$ cat src/rtl/oam_dma.sv
// oam_dma: sprite DMA engine copying one CPU memory page into the PPU OAM-data register
// Ports: I_clock/I_reset clock and synchronous active-high reset; I_cycle_en end-of-CPU-cycle pulse;
//   I_cpu_addr/I_cpu_wren/I_cpu_data CPU write bus that triggers a transfer;
//   O_cpu_rdy/O_busy CPU stall and transfer status; O_mem_addr/O_mem_rden/I_mem_data DMA read port;
//   O_ppu_addr/O_ppu_wren/O_ppu_data PPU host register write port.
module oam_dma #(
  parameter logic [15:0] DMA_REG_ADDR = 16'h4014,
  parameter logic [2:0]  OAM_DATA_REG = 3'd4,
  parameter int          XFER_LEN     = 256
) (
  input  logic        I_clock,
  input  logic        I_reset,
  input  logic        I_cycle_en,
  input  logic [15:0] I_cpu_addr,
  input  logic        I_cpu_wren,
  input  logic [7:0]  I_cpu_data,
  output logic        O_cpu_rdy,
  output logic        O_busy,
  output logic [15:0] O_mem_addr,
  output logic        O_mem_rden,
  input  logic [7:0]  I_mem_data,
  output logic [2:0]  O_ppu_addr,
  output logic        O_ppu_wren,
  output logic [7:0]  O_ppu_data
);
  typedef enum logic [2:0] {IDLE, HALT, ALIGN, GET, PUT} state_t;
  localparam logic [7:0] LAST = 8'(XFER_LEN - 1);
  state_t     r_state;
  logic       r_parity;
  logic [7:0] r_cnt;
  logic [7:0] r_page;
  logic [7:0] r_data;
  logic       w_get;
  logic       w_put;
  always_ff @(posedge I_clock)
    if (I_reset) begin
      r_state  <= IDLE;
      r_parity <= 1'b0;
      r_cnt    <= '0;
      r_page   <= '0;
      r_data   <= '0;
    end else if (I_cycle_en) begin
      r_parity <= ~r_parity;
      case (r_state)
        IDLE:
          if (I_cpu_wren && I_cpu_addr == DMA_REG_ADDR) begin
            r_state <= HALT;
            r_page  <= I_cpu_data;
            r_cnt   <= '0;
          end
        // parity here already reflects the toggle taken at the trigger edge
        HALT:  r_state <= r_parity ? ALIGN : GET;
        ALIGN: r_state <= GET;
        GET: begin
          r_data  <= I_mem_data;
          r_state <= PUT;
        end
        PUT: begin
          r_cnt   <= r_cnt + 8'd1;
          r_state <= (r_cnt == LAST) ? IDLE : GET;
        end
        default: r_state <= IDLE;
      endcase
    end
  assign w_get      = r_state == GET;
  assign w_put      = r_state == PUT;
  assign O_cpu_rdy  = r_state == IDLE;
  assign O_busy     = ~O_cpu_rdy;
  assign O_mem_rden = w_get;
  assign O_mem_addr = w_get ? {r_page, r_cnt} : '0;
  // strobe only on the cycle-end clock so the PPU sees one write per byte; reset suppresses it
  assign O_ppu_wren = w_put & I_cycle_en & ~I_reset;
  assign O_ppu_addr = w_put ? OAM_DATA_REG : '0;
  assign O_ppu_data = w_put ? r_data : '0;
endmodule
$ cat config.mk
export PLATFORM = sky130hd
export DESIGN_NAME = oam_dma
export DESIGN_NICKNAME = d
export VERILOG_FILES = /design/src/rtl/oam_dma.sv
export SDC_FILE = /design/constraint.sdc
export NUM_CORES = 1
export LEC_CHECK = 0
export CORE_MARGIN = 10
export CORE_UTILIZATION = 44
export DETAILED_ROUTE_END_ITERATION = 6
export PLACE_DENSITY = 0.8
export SLEW_MARGIN = 5
export SYNTH_ARGS = -nofsm -noshare
export SYNTH_HDL_FRONTEND = slang
export SYNTH_SLANG_ARGS = --single-unit
$ cat constraint.sdc
create_clock -name I_clock -period 2.5 [get_ports I_clock]
set_input_delay 0.5 -clock I_clock [delete_from_list [all_inputs] [get_ports I_clock]]
set_output_delay 0.5 -clock I_clock [all_outputs]
set_load 0.005 [all_outputs]
# Yosys cells after proc, flatten, opt, wreduce, memory -nomap -nowiden
# Index checks and enable logic that the tools add are counted.
# W data, S select, Z words.
[totals]
register_bits = 28
input_bits = 36
output_inout_bits = 31
elab_cells = 34
[classes]
addsub = 1
eq_ne = 7
muxes = 9
n_bitwise = 5
n_reduce_logical = 7
[op_table]
columns = ["op", "count"]
rows = [
  ["$eq A16 B15 Y1 const B", 1],
  ["$mux W16", 1],
  ["$mux W8", 2],
  ["$pmux W8 S2", 1],
  ["$pmux W3 S5", 1],
  ["$add A8 B1 Y8 const B", 1],
  ["$eq A8 B8 Y1 const B", 1],
  ["$eq A3 B2 Y1 const B", 2],
  ["$mux W3", 2],
  ["$reduce_and A3 Y1", 2],
  ["$reduce_and A2 Y1", 2],
  ["$eq A3 B1 Y1 const B", 1],
  ["$eq A3 B3 Y1 const B", 1],
  ["$logic_not A3 Y1", 1],
  ["$not A1 Y1", 3],
  ["$and A1 B1 Y1", 2],
  ["$mux W2", 1],
  ["$ne A2 B1 Y1 const B", 1],
  ["$reduce_bool A2 Y1", 1],
  ["$logic_and A1 B1 Y1", 1],
  ["$mux W1", 1],
]

# Logic depth before layout (Yosys ltp)
# Gate-level depths: netlist of run 1.
[logic_depth]
ltp_word = 4
mapped_depth = 7
ltp_nobuf = 6

# Worst setup path before layout of run 1
# OpenSTA, ideal clock, no wires.
[synth_path]
path_type = "input-to-output"
start = "input I_reset"
end = "output O_ppu_wren"
t_arrival_ns = 1.159
path_slack_ns = 0.841
cell_stages = 3
cell_sequence = "clkbuf_1 > buf_1 > nor2_1"
[synth_between]
elab_chain_cells = 2
[synth_lines]
columns = ["item", "line", "rtl"]
rows = [
  ["start: declaration", "12", "input logic I_reset,"],
  ["$not A1 Y1", "72", "assign O_ppu_wren = w_put & I_cycle_en & ~I_reset;"],
  ["$and A1 B1 Y1", "72", ""],
  ["end: declaration", "23", "output logic O_ppu_wren,"],
]
# Every way passes these cells.

# Worst setup path in the final report of run 1
[layout_path]
start = "register r_state[2]"
end = "output O_ppu_wren"
[layout_between]
elab_chain_cells = 3
[layout_lines]
columns = ["item", "line", "rtl"]
rows = [
  ["start: declaration", "28", "state_t r_state;"],
  ["start signal: assignment", "52", "HALT: r_state <= r_parity ? ALIGN : GET;"],
  ["start signal: assignment", "60", "r_state <= (r_cnt == LAST) ? IDLE : GET;"],
  ["$eq A3 B3 Y1", "66", "assign w_put = r_state == PUT;"],
  ["$and A1 B1 Y1 (2 in a row)", "72", ""],
]
# Every way passes these cells.

==> summary.log, run 1 <==
[sta] number of endpoints failing setup at the final stage 0
[floorplan] effective utilization at floorplan 47.1%
[critical_path] Crit-path slowest cell sky130_fd_sc_hd__clkdlybuf4s50_1
[cts] buffers from clock root to sink, at most 2
[worst_hold_path] cell depth of the worst min-delay path 2
[routing] vias after detailed routing 1,438
[floorplan] number of cell rows 20
[cts] post-CTS clock slew at the launch and capture registers of the worst setup and hold paths 0.15 ns
[routing] drt first-iter violations 133
[global_routing] number of global-route vias before repair 1,439
[routing] ratio of routed vias to standard cells 4.96
[critical_path] startpoint types flip-flop
[cts] hold-fix buffers at CTS 0
[critical_path] reg-to-reg slack, setup 0.91 ns
[critical_path] startpoint of the worst-slack reg-to-reg timing path r_cnt[0]
[yosys] mean cell area of the mapped netlist 8.14 um^2
[power] overall power after layout 885 uW
[power] largest vdd supply drop 0.410 mV
[job] number of maximum-capacitance violations 0
[yosys] most used flip-flop cell after synthesis sky130_fd_sc_hd__dfxtp_1
[routing] number of remaining DRC errors 0
[cells_and_area] antenna cells 0
[place] last weighted congestion value of the routability-driven placer 0.814
[critical_path] WS Path Type flip-flop to output pin
[critical_path] delay of the slowest cell on the worst path 0.52 ns
[yosys] area share of the largest cell type after synthesis 38.1%
[critical_path] worst-case reg-to-reg path depth 6
[global_routing] Total GRT Usage 13.3%
[critical_path] Worst Setup SP r_state[2]
[critical_path] critical path endpoint category output pin
[worst_hold_path] worst hold-check path type flip-flop to flip-flop
[yosys] number of distinct library cell variants in the gate-level netlist after synthesis 43
[sta] final slew viol count 0
[yosys] #FFs+latches synth 28
[global_routing] first-pass GRT wire length 6.78 mm
[critical_path] critical path required time 2.00 ns
[critical_path] Worst R2R End r_state[1]
[place] Detail Placement HPWL 3.24 mm
[global_routing] total grt overflow 0
[yosys] ys async rst share 0%
[power] power per unit of standard cell area 399 mW/mm^2
[cts] H-tree levels 1
[place] number of I/O port buffers 64
[cts] latest clock arrival within the worst-skew pair 0.33 ns
[routing] overall routed net length 4.14 mm
[yosys] YS warnings 0
[routing] WL per Instance 14.3 um
[cells_and_area] share of final-layout standard cells stronger than drive strength 1 8.54%
[cells_and_area] number of nets in the layout 284
[global_routing] pin count of the biggest net entering global routing 29
[worst_hold_path] end point of the worst hold path r_data[4]
[yosys] fraction of the yosys area taken by sequential cells 38.1%
[yosys] number of standard cells after synthesis 181
[sta] highest clock frequency the design can meet 427 MHz
[sta] setup repair after global routing missed its margin no
[sta] clock skew after layout 0.00160 ns
[global_routing] number of antenna violations at the first check in global routing 0
[routing] number of nets still failing antenna checks after routing 0
[cts] CTS sink count 28
[sta] setup_tns 0 ns
[floorplan] die outline height 77.9 um
[cells_and_area] area overhead of the layout relative to synthesis 50.6%
[floorplan] width of the chip 77.9 um
[cts] clock tree from TritonCTS done
[yosys] largest cells by area after synthesis sky130_fd_sc_hd__dfxtp_1 38%, sky130_fd_sc_hd__and2_1 11%, sky130_fd_sc_hd__mux2i_1 6.1%, sky130_fd_sc_hd__nand2_1 6.1%, sky130_fd_sc_hd__nor2_1 5.1%
[critical_path] data arrival time of the critical path 1.84 ns
[sta] period utilisation layout 93.8%
[routing] drt pass-1 iters 4
[sta] count of endpoints failing hold in the final timing report 0
[floorplan] I/O pin count 67
[power] leakage power figure 0.000857 uW
[sta] time the worst path needs with I/O delays and setup 2.34 ns
[critical_path] list of cells traversed by the critical path nor3b_4 > buf_4 > nand2_4 > nor2_1 > clkdlybuf4s50_1
[critical_path] biggest fanout along the worst timing path 10
[cts] Num CTS Buffers 3
[worst_hold_path] beginning of the worst hold path r_data[4]
[floorplan] overall die area 0.00606 mm^2
[yosys] netlist area before placement 0.00147 mm^2
[floorplan] total core area 0.00313 mm^2
[cts] root cell of the clock tree sky130_fd_sc_hd__clkbuf_4
[yosys] top cell type by total area after synthesis sky130_fd_sc_hd__dfxtp_1
[yosys] Post-synth EDFFs 0
[status] run status complete, no violations
-- how the worst max path moves through the flow --
stage	endpoint	depth (start not counted)
after floorplan	O_ppu_wren	3
after global placement	O_ppu_wren	4
after detailed placement	r_cnt[3]	6
after CTS	O_ppu_data[6]	4
after global routing	O_mem_addr[12]	5
final	O_ppu_wren	5
-- flip-flops by register name, indices dropped and copies added, names as in the netlist --
name / cells
r_parity: 1
r_cnt: 8
r_data: 8
r_state: 3
r_page: 8
-- cells in the mapped netlist (2+ instances only) --
library cell	instances
sky130_fd_sc_hd__a32oi_1	3
sky130_fd_sc_hd__a21oi_1	14
sky130_fd_sc_hd__buf_4	3
sky130_fd_sc_hd__nor4_1	2
sky130_fd_sc_hd__and2_1	26
sky130_fd_sc_hd__nand3_1	7
sky130_fd_sc_hd__nor3_1	2
sky130_fd_sc_hd__mux2i_1	9
sky130_fd_sc_hd__o21ai_0	3
sky130_fd_sc_hd__buf_2	2
sky130_fd_sc_hd__nand2_1	24
sky130_fd_sc_hd__nand4_1	3
sky130_fd_sc_hd__dfxtp_1	28
sky130_fd_sc_hd__inv_2	2
sky130_fd_sc_hd__clkbuf_1	4
sky130_fd_sc_hd__nand2b_1	2
sky130_fd_sc_hd__or2_1	2
sky130_fd_sc_hd__nor2_1	20
-- power by group --
part           switching, uW  internal [uW]  total, uW
clock network            138            162        300
registers               8.00            453        461
logic                   46.3           76.8        123
total                    192            692        885
-- cells in the final DEF (no fill, tap or decap), drive strengths merged --
cell type / count
a22oi: 1
nor4bb: 1
nand4: 3
and4b: 1
nand3b: 1
o31ai: 1
buf: 7
inv: 3
clkbuf: 3
dfxtp: 28
mux2: 1
bufinv: 1
or2b: 1
a211oi: 1
nand3: 8
a21oi: 14
nand2: 25
mux2i: 9
nor2b: 1
nor3: 2
and2: 26
nor3b: 1
or2: 2
ha: 1
nand2b: 2
xnor2: 1
o21ai: 3
conb: 2
a31oi: 1
and4: 1
and3: 1
a311oi: 2
nor2: 21
o2111ai: 1
a32oi: 3
clkdlybuf4s50: 64
nor4: 2
-- final cells by class --
cell class / count / area [um^2]
Inverter: 3 / 11.3
Clock buffer: 3 / 22.5
Timing Repair Buffer: 71 / 693
Fill cell: 259 / 911
Tap cell: 44 / 55.1
Multi-Input combinational cell: 140 / 842
Clock inverter: 1 / 30.0
Sequential cell: 28 / 563
-- through the flow --
| step | std cells | hold WS, ns | utilization (%) | setup slack, ns | instance area (um^2) |
|---|---|---|---|---|---|
| after floorplan | 182 | 0.432 | - | 0.841 | 1480 |
| after global placement | 285 | 0.438 | 68.9 | 0.237 | 2150 |
| after detailed placement | 285 | 0.444 | 68.9 | 0.218 | 2150 |
| after CTS | 290 | 0.464 | 70.8 | 0.103 | 2210 |
| after global routing | 290 | 0.484 | 70.9 | 0.0155 | 2220 |
| final | 290 | 0.462 | 70.9 | 0.156 | 2220 |
-- critical path: cells and delay by family (launching register included) --
| family | cells | cell delay [ns] |
|---|---|---|
| buffers and inverters | 2 | 0.68 |
| AND/OR/NAND/NOR | 3 | 0.42 |
| flip-flops | 1 | 0.41 |
-- routing by layer --
metal  vias to the layer above  GRT usage [%]  part of all wire [%]
met1                       654           13.5                    38
li1                        745              -                     -
met5                         -              0                     0
met4                         0           1.09                     0
met3                         0           5.41                   7.1
met2                        39           25.5                    55
-- kinds of logic (layout without fill, tap and decap cells) --
group	count (synthesis)	count (layout)	share of synthesized area (%)
and+or+nand+nor	99	99	36.6
adders and majority gates	1	1	0.849
muxes	10	10	6.88
xor gates and xnor gates	1	1	0.595
DFF	28	28	38.1
buffers and inverters	14	78	5.01
other	1	2	0.255
AOI/OAI and AO/OA	27	27	11.7
-- timing repair --
item | 4_1_cts | 5_1_grt
setup endpoints to repair | 2 | 3
buffers inserted | 1 | 0
gates resized for setup | 0 | 2
gates cloned | 0 | 0
Note: power is estimated with default switching activity, not from simulation.
==> run 2, diff against run 1 <==
--- a/config.mk
+++ b/config.mk
@@ -6,9 +6,9 @@
 export NUM_CORES = 1
 export LEC_CHECK = 0
 export CORE_MARGIN = 10
-export CORE_UTILIZATION = 44
+export CORE_UTILIZATION = 37
 export DETAILED_ROUTE_END_ITERATION = 6
-export PLACE_DENSITY = 0.8
+export PLACE_DENSITY = 0.72
 export SLEW_MARGIN = 5
 export SYNTH_ARGS = -nofsm -noshare
 export SYNTH_HDL_FRONTEND = slang
==> constraint.sdc (replaced) <==
create_clock -name I_clock -period 2.1 [get_ports I_clock]
set_input_delay 0.42 -clock I_clock [delete_from_list [all_inputs] [get_ports I_clock]]
set_output_delay 0.42 -clock I_clock [all_outputs]
set_load 0.005 [all_outputs]
==> run 2 against run 1 <==
Clock skew is 0.0067 ns higher. Design area grew 7.7%. Die area increased by 14%. First-iteration DRC count fell by 23%. Utilization is 7.1 points lower. Sequential share of layout area decreased by 1.5 points. Combinational power up 28%. Critical endpoint is now O_mem_addr[4]. Largest cell class unchanged. Highest routed layer is now met4.
==> summary.log, run 2 (synthesized netlist as in run 1, its figures left out) <==
[floorplan] overall die area 0.00690 mm^2
[floorplan] effective utilization at floorplan 39.3%
[cells_and_area] Top Registers r_cnt (8), r_data (8), r_page (8)
[cells_and_area] area overhead of the layout relative to synthesis 62.1%
[sta] final slew viol count 0
[worst_hold_path] worst hold-check path type flip-flop to flip-flop
[cells_and_area] sequential cell area 569 um^2
[power] largest vdd supply drop 0.332 mV
[power] power per unit of standard cell area 479 mW/mm^2
[sta] time the worst path needs with I/O delays and setup 2.07 ns
[cts] clock tree from TritonCTS done
[sta] clock skew after layout 0.00831 ns
[floorplan] width of the chip 83.1 um
[routing] WL per Instance 14.4 um
[global_routing] first-pass GRT wire length 7.27 mm
[cells_and_area] share of final-layout standard cells stronger than drive strength 1 12.6%
[critical_path] critical path endpoint category output pin
[routing] ratio of routed vias to standard cells 4.93
[place] number of I/O port buffers 64
[critical_path] WS Path Type flip-flop to output pin
[global_routing] pin count of the biggest net entering global routing 29
[sta] setup repair after global routing missed its margin yes
[routing] number of nets still failing antenna checks after routing 0
[global_routing] Total GRT Usage 12.1%
[cells_and_area] number of nets in the layout 292
[global_routing] total grt overflow 0
[routing] drt pass-1 iters 4
[routing] overall routed net length 4.35 mm
[critical_path] critical path required time 1.68 ns
[global_routing] number of global-route vias before repair 1,502
[place] Detail Placement HPWL 3.18 mm
[cells_and_area] antenna cells 0
[floorplan] number of cell rows 22
[sta] highest clock frequency the design can meet 482 MHz
[cts] CTS sink count 28
[floorplan] I/O pin count 67
[cts] root cell of the clock tree sky130_fd_sc_hd__clkbuf_8
[job] number of maximum-capacitance violations 0
[power] overall power after layout 1140 uW
[floorplan] total core area 0.00374 mm^2
[cts] post-CTS clock slew at the launch and capture registers of the worst setup and hold paths 0.11 ns
[sta] count of endpoints failing hold in the final timing report 0
[cts] Num CTS Buffers 3
[status] run status complete, no violations
[critical_path] biggest fanout along the worst timing path 7
[global_routing] number of antenna violations at the first check in global routing 0
[routing] vias after detailed routing 1,489
[critical_path] startpoint types flip-flop
[cells_and_area] leading cell type in the layout, fill and taps excluded sky130_fd_sc_hd__clkdlybuf4s50_1
[cts] H-tree levels 1
[cells_and_area] Filler Cells Inserted 354
[floorplan] die outline height 83.1 um
[cells_and_area] commonest non-fill, non-tap cells in the layout 40 x sky130_fd_sc_hd__clkdlybuf4s50_1, 26 x sky130_fd_sc_hd__and2_1, 25 x sky130_fd_sc_hd__dfxtp_1
[routing] drt first-iter violations 103
[cts] latest clock arrival within the worst-skew pair 0.28 ns
[cts] buffers from clock root to sink, at most 2
[sta] period utilisation layout 98.7%
[routing] number of remaining DRC errors 0
[sta] final-layout worst hold slack 0.455 ns
[power] leakage power figure 0.00130 uW
[critical_path] data arrival time of the critical path 1.65 ns
[sta] number of endpoints failing setup at the final stage 0
[place] last weighted congestion value of the routability-driven placer 0.786
[cells_and_area] area of the multi-input gates 857 um^2
run 2: cell count changes in the layout (fill, tap and decap cells not counted), sizes merged:
| cell | previous run | this run |
|---|---|---|
| clkdlybuf4s50 | 64 | 40 |
| dlygate4sd2 | 0 | 5 |
| dlymetal6s2s | 0 | 19 |
| buf | 7 | 15 |
run 2: final cells by class:
type / instances / share of cell area (%)
Clock inverter: 1 / 1.26
Multi-Input combinational cell: 140 / 35.9
Timing Repair Buffer: 79 / 34.3
Tap cell: 48 / 2.52
Clock buffer: 3 / 1.73
Sequential cell: 28 / 23.8
Inverter: 3 / 0.472
run 2: metal layers:
metal	wire [um]	share of wire, %	vias up	track usage [%]
li1	-	-	760	-
met1	1860	43	687	14.1
met2	2140	49	38	20.6
met3	315	7.2	4	5.18
met4	38	0.87	0	0.923
met5	0	0	-	0
run 2: where the power goes:
group          internal, uW  leakage [uW]  switching (uW)  total, uW
logic                  98.9       0.00103            58.9        158
registers               539      0.000228            10.5        549
clock network           255     0.0000357             181        437
total                   893       0.00130             251       1140
run 2: per-stage QoR:
stage	cell area [um^2]	util (%)	instances	worst slack, ns	TNS, ns
floorplan	1480	-	182	0.523	0
global placement	2180	58.2	290	0.0189	0
detailed placement	2180	58.2	290	-0.000369	-0.000369
CTS	2300	61.5	298	-0.00630	-0.0108
global route	2390	63.8	302	-0.0747	-0.0747
finish	2390	63.8	302	0.0263	0
run 2: final timing paths:
kind | startpoint | to | slack, ns | depth (start not counted)
min | r_data[5] | r_data[5] | 0.45 | 2
max reg2reg | r_cnt[0] | r_state[1] | 0.48 | 6
max | r_state[2] | O_mem_addr[4] | 0.03 | 5
min reg2reg | r_data[5] | r_data[5] | 0.45 | 2
run 2: critical path, cell delays in order (launching register included):
cell and delay, ns:
sky130_fd_sc_hd__dfxtp_2 0.35, sky130_fd_sc_hd__nand2b_4 0.15, sky130_fd_sc_hd__nor2_4 0.14, sky130_fd_sc_hd__buf_6 0.13, sky130_fd_sc_hd__and2_1 0.11, sky130_fd_sc_hd__clkdlybuf4s50_1 0.49
run 2: what timing repair did:
action                     4_1_cts  5_1_grt
cloned                           1        0
hold buffers                     0        0
buffers inserted                 3        4
gates resized for setup         15       21
setup endpoints to repair       26       21
==> run 3, diff against run 2 <==
--- a/config.mk
+++ b/config.mk
@@ -5,10 +5,12 @@
 export SDC_FILE = /design/constraint.sdc
 export NUM_CORES = 1
 export LEC_CHECK = 0
-export CORE_MARGIN = 10
-export CORE_UTILIZATION = 37
+export CORE_MARGIN = 5
+export CORE_UTILIZATION = 51
 export DETAILED_ROUTE_END_ITERATION = 6
-export PLACE_DENSITY = 0.72
+export DONT_BUFFER_PORTS = 1
+export PLACE_DENSITY = 0.65
+export SKIP_LAST_GASP = 1
 export SLEW_MARGIN = 5
 export SYNTH_ARGS = -nofsm -noshare
 export SYNTH_HDL_FRONTEND = slang
==> run 3 against run 2 <==
Sequential power about the same. Via count down 18%. First-iteration DRC count down 48%. Cell count down 31%. Count of clock-buffer cells in the layout up 1. Fmax up 7.7%. Routed wire length down 25%. Highest routed layer unchanged.
==> summary.log, run 3 (synthesized netlist as in run 1, its figures left out) <==
[sta] number of endpoints failing setup at the final stage 0
[cells_and_area] leading cell type in the layout, fill and taps excluded sky130_fd_sc_hd__dfxtp_1
[sta] clock skew after layout 0.00237 ns
[critical_path] critical path required time 1.68 ns
[floorplan] I/O pin count 67
[floorplan] number of cell rows 19
[cts] latest clock arrival within the worst-skew pair 0.32 ns
[routing] number of nets still failing antenna checks after routing 0
[status] run status complete, no violations
[routing] vias after detailed routing 1,225
[cts] number of cells upsized or downsized after cts 0
[routing] WL per Instance 15.6 um
[sta] setup_tns 0 ns
[sta] time the worst path needs with I/O delays and setup 1.92 ns
[global_routing] pin count of the biggest net entering global routing 30
[sta] final slew viol count 0
[global_routing] total grt overflow 0
[cells_and_area] antenna cells 0
[routing] number of remaining DRC errors 0
[cts] buffers from clock root to sink, at most 2
[critical_path] WS Path Type flip-flop to output pin
[global_routing] Total GRT Usage 16.1%
[floorplan] die outline height 63.7 um
[cells_and_area] final core utilization 54.8%
[critical_path] biggest fanout along the worst timing path 10
[global_routing] first-pass GRT wire length 5.40 mm
[cells_and_area] final instance area 0.00151 mm^2
[cts] post-CTS clock slew at the launch and capture registers of the worst setup and hold paths 0.15 ns
[power] leakage power figure 0.000593 uW
[job] number of maximum-capacitance violations 0
[cells_and_area] commonest non-fill, non-tap cells in the layout 28 x sky130_fd_sc_hd__dfxtp_1, 26 x sky130_fd_sc_hd__and2_1, 24 x sky130_fd_sc_hd__nand2_1
[cts] H-tree levels 1
[cts] Num CTS Buffers 3
[floorplan] width of the chip 63.7 um
[cells_and_area] Filler Cells Inserted 266
[global_routing] number of global-route vias before repair 1,218
[power] largest vdd supply drop 0.398 mV
[critical_path] critical path endpoint category output pin
[sta] count of endpoints failing hold in the final timing report 0
[floorplan] total core area 0.00276 mm^2
[critical_path] startpoint types flip-flop
[routing] overall routed net length 3.25 mm
[cells_and_area] number of nets in the layout 216
[power] power per unit of standard cell area 570 mW/mm^2
[routing] ratio of routed vias to standard cells 5.86
[place] worst setup timing slack at the placement stage 0.390 ns
[sta] setup ws final 0.175 ns
[floorplan] overall die area 0.00406 mm^2
[sta] period utilisation layout 91.7%
[routing] drt pass-1 iters 4
[worst_hold_path] worst hold-check path type input pin to flip-flop
[cells_and_area] area overhead of the layout relative to synthesis 2.63%
[sta] highest clock frequency the design can meet 519 MHz
[place] number of I/O port buffers 0
[sta] final-layout worst hold slack 0.138 ns
[place] Detail Placement HPWL 2.40 mm
[cells_and_area] Top Registers r_cnt (8), r_data (8), r_page (8)
[cts] root cell of the clock tree sky130_fd_sc_hd__clkbuf_4
[cells_and_area] share of final-layout standard cells stronger than drive strength 1 8.43%
[sta] setup repair after global routing missed its margin no
[place] placed cell areas 0.00147 mm^2
[cts] clock tree from TritonCTS done
[cts] CTS sink count 28
[routing] drt first-iter violations 54
[place] last weighted congestion value of the routability-driven placer 0.748
[floorplan] effective utilization at floorplan 53.4%
[global_routing] number of antenna violations at the first check in global routing 0
[critical_path] data arrival time of the critical path 1.50 ns
## run 3: cell count changes in the layout (fill, tap and decap cells not counted), moves of 2 or more
cell,previous run,this run
sky130_fd_sc_hd__clkbuf_4,0,3
sky130_fd_sc_hd__buf_4,11,3
sky130_fd_sc_hd__dfxtp_4,2,0
sky130_fd_sc_hd__buf_6,3,0
sky130_fd_sc_hd__dlymetal6s2s_1,19,0
sky130_fd_sc_hd__dfxtp_1,25,28
sky130_fd_sc_hd__dlygate4sd2_1,5,0
sky130_fd_sc_hd__clkdlybuf4s50_1,40,0
sky130_fd_sc_hd__clkbuf_8,3,1
## run 3: cell type report
| cell class | count | area [um^2] | share of cell area [%] |
|---|---|---|---|
| well taps | 31 | 38.8 | 2.57 |
| inverters | 3 | 11.3 | 0.745 |
| clock buffers | 4 | 36.3 | 2.40 |
| flip-flops and latches | 28 | 561 | 37.1 |
| repair buffers | 3 | 22.5 | 1.49 |
| multi-input cells | 140 | 842 | 55.7 |
## run 3: path summary, 6_finish.rpt
check,start,slack [ns],to,depth (start not counted)
max,r_state[2],0.18,O_ppu_wren,4
min,I_reset,0.14,r_page[3],1
max reg2reg,r_cnt[0],0.48,r_state[1],6
min reg2reg,r_data[5],0.45,r_data[5],2
## run 3: routing by layer
layer	track usage, %	routed length (um)
met3	5.60	346
met4	4.68	35
met5	0	0
met1	18.1	1340
met2	28.6	1540
## run 3: timing repair
item	CTS	global route
setup endpoints to repair	0	8
endpoints found under the hold margin	0	0
buffers inserted	0	1
hold buffers	0	0
## run 3: worst max-delay path, cell delays in order, from the launching register on
cell	delay (ns)
sky130_fd_sc_hd__dfxtp_1	0.47
sky130_fd_sc_hd__nor3b_4	0.30
sky130_fd_sc_hd__buf_4	0.17
sky130_fd_sc_hd__nand2_4	0.09
sky130_fd_sc_hd__nor2_1	0.15
## run 3: stage by stage
stage | total power, uW | instances
after global routing | 907 | 209
after global placement | 607 | 204
after floorplan | 612 | 182
after CTS | 872 | 208
after detailed placement | 609 | 204
final | 861 | 209
## run 3: where the power goes
| group | switching [uW] | internal, uW | total [uW] |
|---|---|---|---|
| Sequential | 9.81 | 539 | 549 |
| Combinational | 29.9 | 19.3 | 49.1 |
| Clock | 157 | 106 | 263 |
| Total | 197 | 664 | 861 |
